==> src/rtl/pc_predict_if.sv <==
// Fetch next-PC bundle: stall/trap controls and EX resolution in, fetch PC and prediction out.
// Latency: pure wiring, no state.
// Backpressure: stall is the only hold; trap and mispredict redirect regardless of it.
//
// Ports (slave = the predictor):
//   stall, trap_en, trap_vec           : hazard hold and trap redirect request/target
//   ex_valid, ex_branch, ex_taken      : EX-stage resolution of the instruction at ex_pc
//   ex_pc, ex_target                   : EX instruction address and resolved taken target
//   ex_pred_taken, ex_pred_target      : what fetch predicted for that instruction
//   pc, pred_taken, pred_target, flush : fetch PC, current prediction, pipeline kill
interface pc_predict_if #(
    parameter int CPU_WIDTH = 32
);
    logic                 stall;
    logic                 trap_en;
    logic [CPU_WIDTH-1:0] trap_vec;
    logic                 ex_valid;
    logic                 ex_branch;
    logic                 ex_taken;
    logic [CPU_WIDTH-1:0] ex_pc;
    logic [CPU_WIDTH-1:0] ex_target;
    logic                 ex_pred_taken;
    logic [CPU_WIDTH-1:0] ex_pred_target;
    logic [CPU_WIDTH-1:0] pc;
    logic                 pred_taken;
    logic [CPU_WIDTH-1:0] pred_target;
    logic                 flush;

    modport master (
        output stall, trap_en, trap_vec,
        output ex_valid, ex_branch, ex_taken, ex_pc, ex_target, ex_pred_taken, ex_pred_target,
        input  pc, pred_taken, pred_target, flush
    );

    modport slave (
        input  stall, trap_en, trap_vec,
        input  ex_valid, ex_branch, ex_taken, ex_pc, ex_target, ex_pred_taken, ex_pred_target,
        output pc, pred_taken, pred_target, flush
    );
endinterface

==> src/rtl/pc_predict_unit.sv <==
// Fetch PC register with a direct-mapped BTB of 2-bit saturating counters; flushes on mispredict/trap.
// Latency: prediction steers the next PC in the cycle pc is shown; EX redirect lands one edge after EX.
// Backpressure: stall holds pc; trap and mispredict override stall. BTB training ignores stall/trap.
//
// Ports: clk, rst_n (async active-low); bus (pc_predict_if.slave) carries all control,
// EX resolution inputs and the pc / pred_taken / pred_target / flush outputs.
module pc_predict_unit #(
    parameter int                   CPU_WIDTH = 32,
    parameter int                   BTB_DEPTH = 16,
    parameter logic [CPU_WIDTH-1:0] RESET_PC  = '0
) (
    input  logic         clk,
    input  logic         rst_n,
    pc_predict_if.slave  bus
);
    localparam int IDX_W = $clog2(BTB_DEPTH);
    localparam int TAG_W = CPU_WIDTH - IDX_W - 2;

    logic [CPU_WIDTH-1:0] pc_q;
    logic [CPU_WIDTH-1:0] pc_nxt;
    logic [CPU_WIDTH-1:0] pc_plus4;
    logic [CPU_WIDTH-1:0] ex_plus4;

    logic [BTB_DEPTH-1:0] btb_vld;
    logic [1:0]           btb_ctr [BTB_DEPTH];
    logic [TAG_W-1:0]     btb_tag [BTB_DEPTH];
    logic [CPU_WIDTH-1:0] btb_tgt [BTB_DEPTH];

    logic [IDX_W-1:0]     f_idx;
    logic [TAG_W-1:0]     f_tag;
    logic                 f_hit;
    logic [IDX_W-1:0]     e_idx;
    logic [TAG_W-1:0]     e_tag;
    logic                 e_hit;
    logic                 mispred;
    logic [CPU_WIDTH-1:0] redirect;

    assign pc_plus4 = pc_q + CPU_WIDTH'(4);
    assign ex_plus4 = bus.ex_pc + CPU_WIDTH'(4);

    // Fetch-side lookup reads the array before any same-cycle update lands.
    assign f_idx = pc_q[IDX_W+1:2];
    assign f_tag = pc_q[CPU_WIDTH-1:IDX_W+2];
    assign f_hit = btb_vld[f_idx] && (btb_tag[f_idx] == f_tag);

    assign e_idx = bus.ex_pc[IDX_W+1:2];
    assign e_tag = bus.ex_pc[CPU_WIDTH-1:IDX_W+2];
    assign e_hit = btb_vld[e_idx] && (btb_tag[e_idx] == e_tag);

    assign bus.pc          = pc_q;
    assign bus.pred_taken  = f_hit && btb_ctr[f_idx][1];
    assign bus.pred_target = f_hit ? btb_tgt[f_idx] : pc_plus4;

    // A taken/taken pair still mispredicts when the predicted target was stale.
    assign mispred = bus.ex_valid && bus.ex_branch &&
                     ((bus.ex_taken != bus.ex_pred_taken) ||
                      (bus.ex_taken && bus.ex_pred_taken && (bus.ex_target != bus.ex_pred_target)));
    assign redirect  = bus.ex_taken ? bus.ex_target : ex_plus4;
    assign bus.flush = bus.trap_en || mispred;

    always_comb begin
        pc_nxt = pc_plus4;
        if (bus.trap_en)         pc_nxt = bus.trap_vec;
        else if (mispred)        pc_nxt = redirect;
        else if (bus.stall)      pc_nxt = pc_q;
        else if (bus.pred_taken) pc_nxt = bus.pred_target;
    end

    always_ff @(posedge clk or negedge rst_n) begin
        if (!rst_n) pc_q <= RESET_PC;
        else        pc_q <= pc_nxt;
    end

    // Valid bits and counters carry the reset state; tag/target are don't-care while invalid.
    always_ff @(posedge clk or negedge rst_n) begin
        if (!rst_n) begin
            btb_vld <= '0;
            for (int i = 0; i < BTB_DEPTH; i++) btb_ctr[i] <= 2'b00;
        end else if (bus.ex_valid && bus.ex_branch) begin
            if (e_hit) begin
                if (bus.ex_taken)
                    btb_ctr[e_idx] <= (btb_ctr[e_idx] == 2'b11) ? 2'b11 : btb_ctr[e_idx] + 2'd1;
                else
                    btb_ctr[e_idx] <= (btb_ctr[e_idx] == 2'b00) ? 2'b00 : btb_ctr[e_idx] - 2'd1;
            end else if (bus.ex_taken) begin
                btb_vld[e_idx] <= 1'b1;
                btb_ctr[e_idx] <= 2'b10;
            end
        end else if (bus.ex_valid && e_hit) begin
            // A non-branch hit means the entry aliases ordinary code: drop it.
            btb_vld[e_idx] <= 1'b0;
        end
    end

    always_ff @(posedge clk) begin
        if (bus.ex_valid && bus.ex_branch && bus.ex_taken) begin
            btb_tgt[e_idx] <= bus.ex_target;
            if (!e_hit) btb_tag[e_idx] <= e_tag;
        end
    end
endmodule

==> src/flat_wrapper.sv <==
// flat-port wrapper written by rule: the top's interface ports become plain ports
module pc_predict_unit_flat 
#(
    parameter int                   CPU_WIDTH = 32,
    parameter int                   BTB_DEPTH = 16,
    parameter logic [CPU_WIDTH-1:0] RESET_PC  = '0
)
  (clk, rst_n, bus_stall, bus_trap_en, bus_trap_vec, bus_ex_valid, bus_ex_branch, bus_ex_taken, bus_ex_pc, bus_ex_target, bus_ex_pred_taken, bus_ex_pred_target, bus_pc, bus_pred_taken, bus_pred_target, bus_flush);
  pc_predict_if #(.CPU_WIDTH(CPU_WIDTH)) bus_i ();
  input  logic clk;
  input  logic rst_n;
  input wire logic [$bits(bus_i.stall)-1:0] bus_stall;
  input wire logic [$bits(bus_i.trap_en)-1:0] bus_trap_en;
  input wire logic [$bits(bus_i.trap_vec)-1:0] bus_trap_vec;
  input wire logic [$bits(bus_i.ex_valid)-1:0] bus_ex_valid;
  input wire logic [$bits(bus_i.ex_branch)-1:0] bus_ex_branch;
  input wire logic [$bits(bus_i.ex_taken)-1:0] bus_ex_taken;
  input wire logic [$bits(bus_i.ex_pc)-1:0] bus_ex_pc;
  input wire logic [$bits(bus_i.ex_target)-1:0] bus_ex_target;
  input wire logic [$bits(bus_i.ex_pred_taken)-1:0] bus_ex_pred_taken;
  input wire logic [$bits(bus_i.ex_pred_target)-1:0] bus_ex_pred_target;
  output wire logic [$bits(bus_i.pc)-1:0] bus_pc;
  output wire logic [$bits(bus_i.pred_taken)-1:0] bus_pred_taken;
  output wire logic [$bits(bus_i.pred_target)-1:0] bus_pred_target;
  output wire logic [$bits(bus_i.flush)-1:0] bus_flush;
  assign bus_i.stall = bus_stall;
  assign bus_i.trap_en = bus_trap_en;
  assign bus_i.trap_vec = bus_trap_vec;
  assign bus_i.ex_valid = bus_ex_valid;
  assign bus_i.ex_branch = bus_ex_branch;
  assign bus_i.ex_taken = bus_ex_taken;
  assign bus_i.ex_pc = bus_ex_pc;
  assign bus_i.ex_target = bus_ex_target;
  assign bus_i.ex_pred_taken = bus_ex_pred_taken;
  assign bus_i.ex_pred_target = bus_ex_pred_target;
  assign bus_pc = bus_i.pc;
  assign bus_pred_taken = bus_i.pred_taken;
  assign bus_pred_target = bus_i.pred_target;
  assign bus_flush = bus_i.flush;
  pc_predict_unit #(.CPU_WIDTH(CPU_WIDTH), .BTB_DEPTH(BTB_DEPTH), .RESET_PC(RESET_PC)) u_core (.clk(clk), .rst_n(rst_n), .bus(bus_i));
endmodule
==> config.mk <==
export PLATFORM = sky130hd
export DESIGN_NAME = pc_predict_unit_flat
export DESIGN_NICKNAME = d
export VERILOG_FILES = /design/src/rtl/pc_predict_if.sv /design/src/rtl/pc_predict_unit.sv /design/src/flat_wrapper.sv
export SDC_FILE = /design/constraint.sdc
export NUM_CORES = 2
export LEC_CHECK = 0
export ABC_AREA = 1
export BUFFER_PORTS_ARGS = -buffer_cell sky130_fd_sc_hd__buf_2
export CORE_MARGIN = 10
export CORE_UTILIZATION = 50
export DETAILED_ROUTE_END_ITERATION = 16
export PLACE_DENSITY = 0.69
export REMOVE_ABC_BUFFERS = 1
export SLEW_MARGIN = 30
export SYNTH_ARGS = -nofsm -noshare
export SYNTH_HDL_FRONTEND = slang
export SYNTH_SLANG_ARGS = --single-unit
==> constraint.sdc <==
create_clock -name clk -period 3.65 [get_ports clk]
set_clock_uncertainty 0.1 [all_clocks]
set_input_delay 0.5475 -clock clk [delete_from_list [all_inputs] [get_ports clk]]
set_output_delay 0.5475 -clock clk [all_outputs]
set_load 0.005 [all_outputs]
# After elaboration in Yosys (flattened, before gate mapping)
# Memory sizes are Yosys's and may differ from the RTL's.
# Index checks and enable logic that the tools add are counted.
# classes
addsub	4
magnitude_cmp	6
n_eq_ne	8
n_mux	36
n_bitwise	8
n_reduce_logical	18
# ops
cell	n
$mux 32	9
$add 32x3->32 const B	2
$bwmux 32	2
$mux 16	4
$eq 26x26->1	2
$and 16x16->16	2
$ne 32x32->1	1
$not 16->16	2
$or 16x16->16	2
$bmux 2 s4	2
$mux 2	7
$logic_and 1x1->1	11
$ge 5x5->1 const B	2
$lt 4x5->1 const B	2
$not 4->5	2
$bmux 1 s4	2
$demux 2 s4	1
$mux 1	8
$lt 5x1->1 const B	1
$demux 1 s4	1
$ge 4x1->1 const B	1
$ne 2x2->1 const B	2
$reduce_bool 2->1	2
$ne 3x1->1 const B	1
8 further kinds	9
# totals
reg_bits	80
ramBits	928
output_inout_bits	66
memories	2
# memory_table
name	depth	word_bits	read_ports	rd_clocked_by_memory_dff	wr	line_no	text
u_core.btb_tgt	16	32	1	0	1	pc_predict_unit.sv:27	logic [CPU_WIDTH-1:0] btb_tgt [BTB_DEPTH];
u_core.btb_tag	16	26	2	0	1	pc_predict_unit.sv:26	logic [TAG_W-1:0] btb_tag [BTB_DEPTH];

# Logic depth before layout (Yosys ltp)
# logic_depth
depth_word	9
mapped_depth	26

# Least setup slack after synthesis
# No wires, ideal clock.
# synth_path
path_type	input to register
from	in bus_ex_pc[3]
to	mem u_core.btb_tag[5][0] (netlist bit), enable pin
setup_ps	442
arrival_time_ps	3901
required_ps	3108
slack_ps	-793
cell_stages	19
path_cell_list	buf_4 > inv_2 > buf_2 > buf_2 > a21oi_1 > o21ai_1 > nand2_1 > nand2_1 > nand2_1 > nor2_1 > nand2_1 > and2_1 > nand2_1 > nor2_1 > nand3_1 > nor2_1 > nand2_2 > inv_1 > nor3_1
# synth_between
elab_chain_cells	6
# synth_lines
item	line_no	text
from (decl)	flat_wrapper.sv:18	input wire logic [$bits(bus_i.ex_pc)-1:0] bus_ex_pc;
$mem_v2 16x26 / $bmux 1 s4 (equally long branches)	--	
$eq 26x26->1 / $mux 1 (equally long branches)	pc_predict_unit.sv:48	assign e_hit = btb_vld[e_idx] && (btb_tag[e_idx] == e_tag);
$logic_and 1x1->1	pc_predict_unit.sv:48	
$mux 1	pc_predict_unit.sv:98	if (!e_hit) btb_tag[e_idx] <= e_tag;
$mux 1	pc_predict_unit.sv:96	if (bus.ex_valid && bus.ex_branch && bus.ex_taken) begin
$mux 1 (implied by the code)	pc_predict_unit.sv:98	
to (decl)	pc_predict_unit.sv:26	
# Parallel ways exist; a longest one is shown, timed or not. The select of a mux whose other input is x is not followed.

# Worst setup path after layout
# layout_path
from	reg u_core.pc_q[2], in the netlist u_core.bus.pc[2]
to	out bus_pred_target[31]
# layout_between
elab_chain_cells	4
# layout_lines
item	line_no	text
from (decl)	pc_predict_unit.sv:19	logic [CPU_WIDTH-1:0] pc_q;
from (signal assigned)	pc_predict_unit.sv:71	else pc_q <= pc_nxt;
$mem_v2 16x26 / $bmux 1 s4 (equally long branches)	--	
$eq 26x26->1 / $mux 1 (equally long branches)	pc_predict_unit.sv:44	assign f_hit = btb_vld[f_idx] && (btb_tag[f_idx] == f_tag);
$logic_and 1x1->1	pc_predict_unit.sv:44	
$mux 32 (*)	pc_predict_unit.sv:52	assign bus.pred_target = f_hit ? btb_tgt[f_idx] : pc_plus4;
to (decl)	flat_wrapper.sv:24	output wire logic [$bits(bus_i.pred_target)-1:0] bus_pred_target;
# Mark *: on every way between the ends. The rest lies on a longest branch, timed or not. The select of a mux whose other input is x is not followed.

==> summary.md <==
| Metric | Value |
|---|---|
| Final Net Count | `6,203` |
| Ports | `202` |
| Die height | `338 um` |
| Status | `complete, but fails checks` |
| Flop pwr share | `0.419` |
| Largest net degree at the start of global routing | `124` |
| Critical path fanouts, max | `23` |
| Final setup TNS | `-24,040 ps` |
| Final cycle utilization of the critical path | `1.23` |
| Fin crit period | `4480 ps` |
| DP Area | `56,600 um^2` |
| Synth unique cells | `47` |
| DRC violations left | `0` |
| XOR/XNOR share of the synthesized area | `0.0128` |
| PortBufs | `201` |
| Site Rows | `116` |
| Max Freq | `223 MHz` |
| Synth Warn # | `0` |
| Worst Setup Start Kind | `register` |
| CTS root buf | `clkbuf_16` |
| Worst VDD drop | `0.542 mV` |
| Reg-to-reg startpoint | `u_core.bus.pc[2]` |
| H-tree levels | `3` |
| Core Region | `100,000 um^2` |
| Total CTS buffers | `105` |
| Setup crit end kind | `output port` |
| Synth Area per Inst | `8.99 um^2` |
| Sw frac | `0.313` |
| Startpoint of the worst hold path | `bus_ex_pc[13]` |
| Most frequent cells in the layout | `nand2_1 (1,415), edfxtp_1 (928), nor2_1 (695)` |
| Least-Margin Pin Slew | `868 ps` |
| Number of global-route vias before repair | `42.1k` |
| Synth Register Bits | `1,008` |
| PD cells | `502 nW/um^2` |
| GRT Util Overall | `0.329` |
| Leak | `25.1 nW` |
| Number of synthesized flops with an enable pin | `928` |
| DR WL/cell | `26.3 um` |
| TritonRoute pass-1 iters | `8` |
| Final Max Tran Viols | `0` |
| Hold crit path type | `in2reg` |
| Mux cell area share after synthesis | `0` |
| Post-DRT Antenna Nets | `0` |
| Adder-Cell Fraction of Synth Area | `0.00148` |
| Starting DRT DRC Count | `7,248` |
| Post-DP HPWL | `128 mm` |
| DIE WIDTH | `338 um` |
| Final WS setup | `-831 ps` |
| Clock Tree Buf Depth | `3` |
| Leading cell type in the layout, fill and taps excluded | `nand2_1` |
| Ys flop type | `edfxtp_1` |
| Seq/Total Area, Yosys | `0.590` |
| Dpl cells | `7,270` |
| Critical Path RT | `3000 ps` |
| Failing checks | `setup timing` |
| Final hold violations | `0` |
| Gate Count Post-Synth | `5,633` |
| Crit path DAT | `3830 ps` |
| Worst setup path class | `reg2out` |
| Worst skew pair latency | `720 ps` |
| TritonCTS Sinks | `1,008` |
| Reported net switching power | `0.00971 W` |
| RSZ-0062 raised after global routing | `yes` |
| Grt ovf | `0` |
| Die Footprint | `114,000 um^2` |
| CP Launch Point | `u_core.bus.pc[2]` |
| DR vias | `45.6k` |
| Largest family of logic cells by synthesized area | `simple AND/OR/NAND/NOR gates` |
| Layout area overhead | `22.0%` |
| DR vias/cell | `6.07` |
| Compound-Gate Fraction of Synth Area | `0.114` |
| Final Instance Area | `61,800 um^2` |
| MaxCap Viol Count | `0` |
| Post-synthesis async set-or-reset flop share | `0.0794` |
| Routability cong. | `1.03` |
| Share of layout cells above drive strength 1 | `0.167` |
| Initial antenna violation count | `10` |
| Cell Area, Synth | `50,700 um^2` |
| First-pass GRT wire length | `283 mm` |
| Total wire length | `197 mm` |
| Rel. slew slack | `0.417` |
| CTS tree | `yes` |
| P_int | `0.0213 W` |
| CTS clk-pin slew, worst paths | `60 ps` |
| Post-synthesis simple-gate area fraction | `0.214` |
| Final instance count without filler cells | `7,509` |
| Clock Power Share | `0.349` |
| Combinational fraction of design power | `0.232` |
| Initial Util | `0.505` |
| Final setup fails | `33` |
[power groups by stage]
stage | Combinational [W] | Clock [W] | Sequential (W)
after floorplan | 0.00320 | 0 | 0.0134
after global placement | 0.00624 | 0 | 0.0132
after detailed placement | 0.00632 | 0 | 0.0132
after CTS | 0.00682 | 0.0109 | 0.0130
after global routing | 0.00762 | 0.0113 | 0.0130
final | 0.00720 | 0.0108 | 0.0130
[registers in the layout (all words and copies together), names as in the netlist, named ones only]
signal,cells
u_core.btb_ctr,32
u_core.btb_tag,416
u_core.btb_tgt,512
u_core.bus.pc,32
[cells in the mapped netlist, types with 2 or more instances]
| cell | count | share of area |
|---|---|---|
| nor4_1 | 4 | 0.00049 |
| nor2_4 | 7 | 0.0016 |
| buf_2 | 142 | 0.014 |
| or2_2 | 13 | 0.0016 |
| a22o_1 | 6 | 0.0010 |
| nand2_1 | 1485 | 0.11 |
| a31oi_1 | 20 | 0.0025 |
| dfrtp_1 | 80 | 0.040 |
| buf_1 | 17 | 0.0013 |
| nand3b_1 | 3 | 0.00044 |
| o21ai_0 | 505 | 0.050 |
| nand3_1 | 352 | 0.035 |
| o211ai_1 | 101 | 0.015 |
| edfxtp_1 | 928 | 0.55 |
| buf_6 | 14 | 0.0031 |
| clkbuf_1 | 146 | 0.011 |
| buf_4 | 15 | 0.0022 |
| nand2_2 | 9 | 0.0011 |
| nand4_1 | 25 | 0.0031 |
| o31ai_1 | 10 | 0.0015 |
| nor3b_1 | 2 | 0.00030 |
| xnor2_1 | 15 | 0.0026 |
| nor2_2 | 4 | 0.00049 |
| o21ai_1 | 73 | 0.0072 |
| and2_1 | 4 | 0.00049 |
| a221oi_1 | 10 | 0.0017 |
| nor2_1 | 737 | 0.055 |
| xor2_1 | 59 | 0.010 |
| ha_1 | 6 | 0.0015 |
| nor3_2 | 4 | 0.00079 |
| o21bai_1 | 2 | 0.00030 |
| nor3_1 | 35 | 0.0035 |
| o221ai_1 | 30 | 0.0052 |
| o22ai_1 | 89 | 0.011 |
| inv_1 | 478 | 0.035 |
| inv_2 | 11 | 0.00082 |
| a21oi_1 | 182 | 0.018 |
[timing repair]
action                                  4_1_cts  5_1_grt
endpoints found under the setup margin       40       58
pin swaps                                    24       29
hold buffers                                  1        0
endpoints found under the hold margin        39        0
cloned                                       11        2
buffers inserted                             30        6
gates resized for setup                     192       68
[critical path, cell delays in order (launching register included)]
cell and delay (ps):
dfrtp_4 530, buf_12 170, bufbuf_16 300, o21ai_0 160, nand2_1 100, nand2_1 80, nand2_1 60, nor2_1 110
buf_4 190, nand2_1 70, inv_1 60, nand2_1 80, nor2_4 120, nand3_2 100, nor2_4 140, buf_12 150
inv_12 50, buf_12 130, o21ai_4 310, buf_2 180
[through the flow]
| step | hold WS [ps] | utilization | worst slack (ps) | total power [W] |
|---|---|---|---|---|
| 6_report | 66.4 | 0.616 | -831 | 0.0310 |
| 5_1_grt | 57.6 | 0.616 | -951 | 0.0320 |
| 4_1_cts | 36.2 | 0.612 | -730 | 0.0307 |
| 3_5_place_dp | 360 | 0.565 | -326 | 0.0195 |
| 3_3_place_gp | 361 | 0.565 | -319 | 0.0195 |
| 2_1_floorplan | 152 | - | -17160 | 0.0166 |
[per-layer routing]
layer,vias up,global-route usage,share of wire
li1,19893,-,-
met1,21516,0.438,0.37
met2,3488,0.496,0.44
met3,702,0.0947,0.14
met4,6,0.153,0.056
met5,-,0,0.00020
[cell type report]
type / instances / area [um^2]
Antenna cell: 5 / 12.5
Tap cell: 1357 / 1700
Clock buffer: 127 / 2800
Fill cell: 8229 / 38500
Timing Repair Buffer: 655 / 6510
Inverter: 490 / 1900
Sequential cell: 1008 / 29900
Multi-Input combinational cell: 3800 / 18300
Timing Repair inverter: 1 / 11.3
Clock inverter: 66 / 642
[logic make-up after synthesis]
group | count (synthesis)
flops | 1008
compound gates | 1031
simple gates | 2689
buf+inv | 825
fa+ha+maj | 6
xor+xnor | 74
[final timing paths]
kind / to / slack, ps / cells after the start
max reg2reg: u_core.bus.pc[24] / 80 / 25
min in group asynchronous: u_core.btb_ctr[29] / 340 / 2
max in group asynchronous: async pin / 2300 / 3
max: bus_pred_target[31] / -830 / 19
min reg2reg: register / 370 / 2
min: u_core.btb_tag[8][7] / 70 / 1
Power figures use the tool's default switching activity.
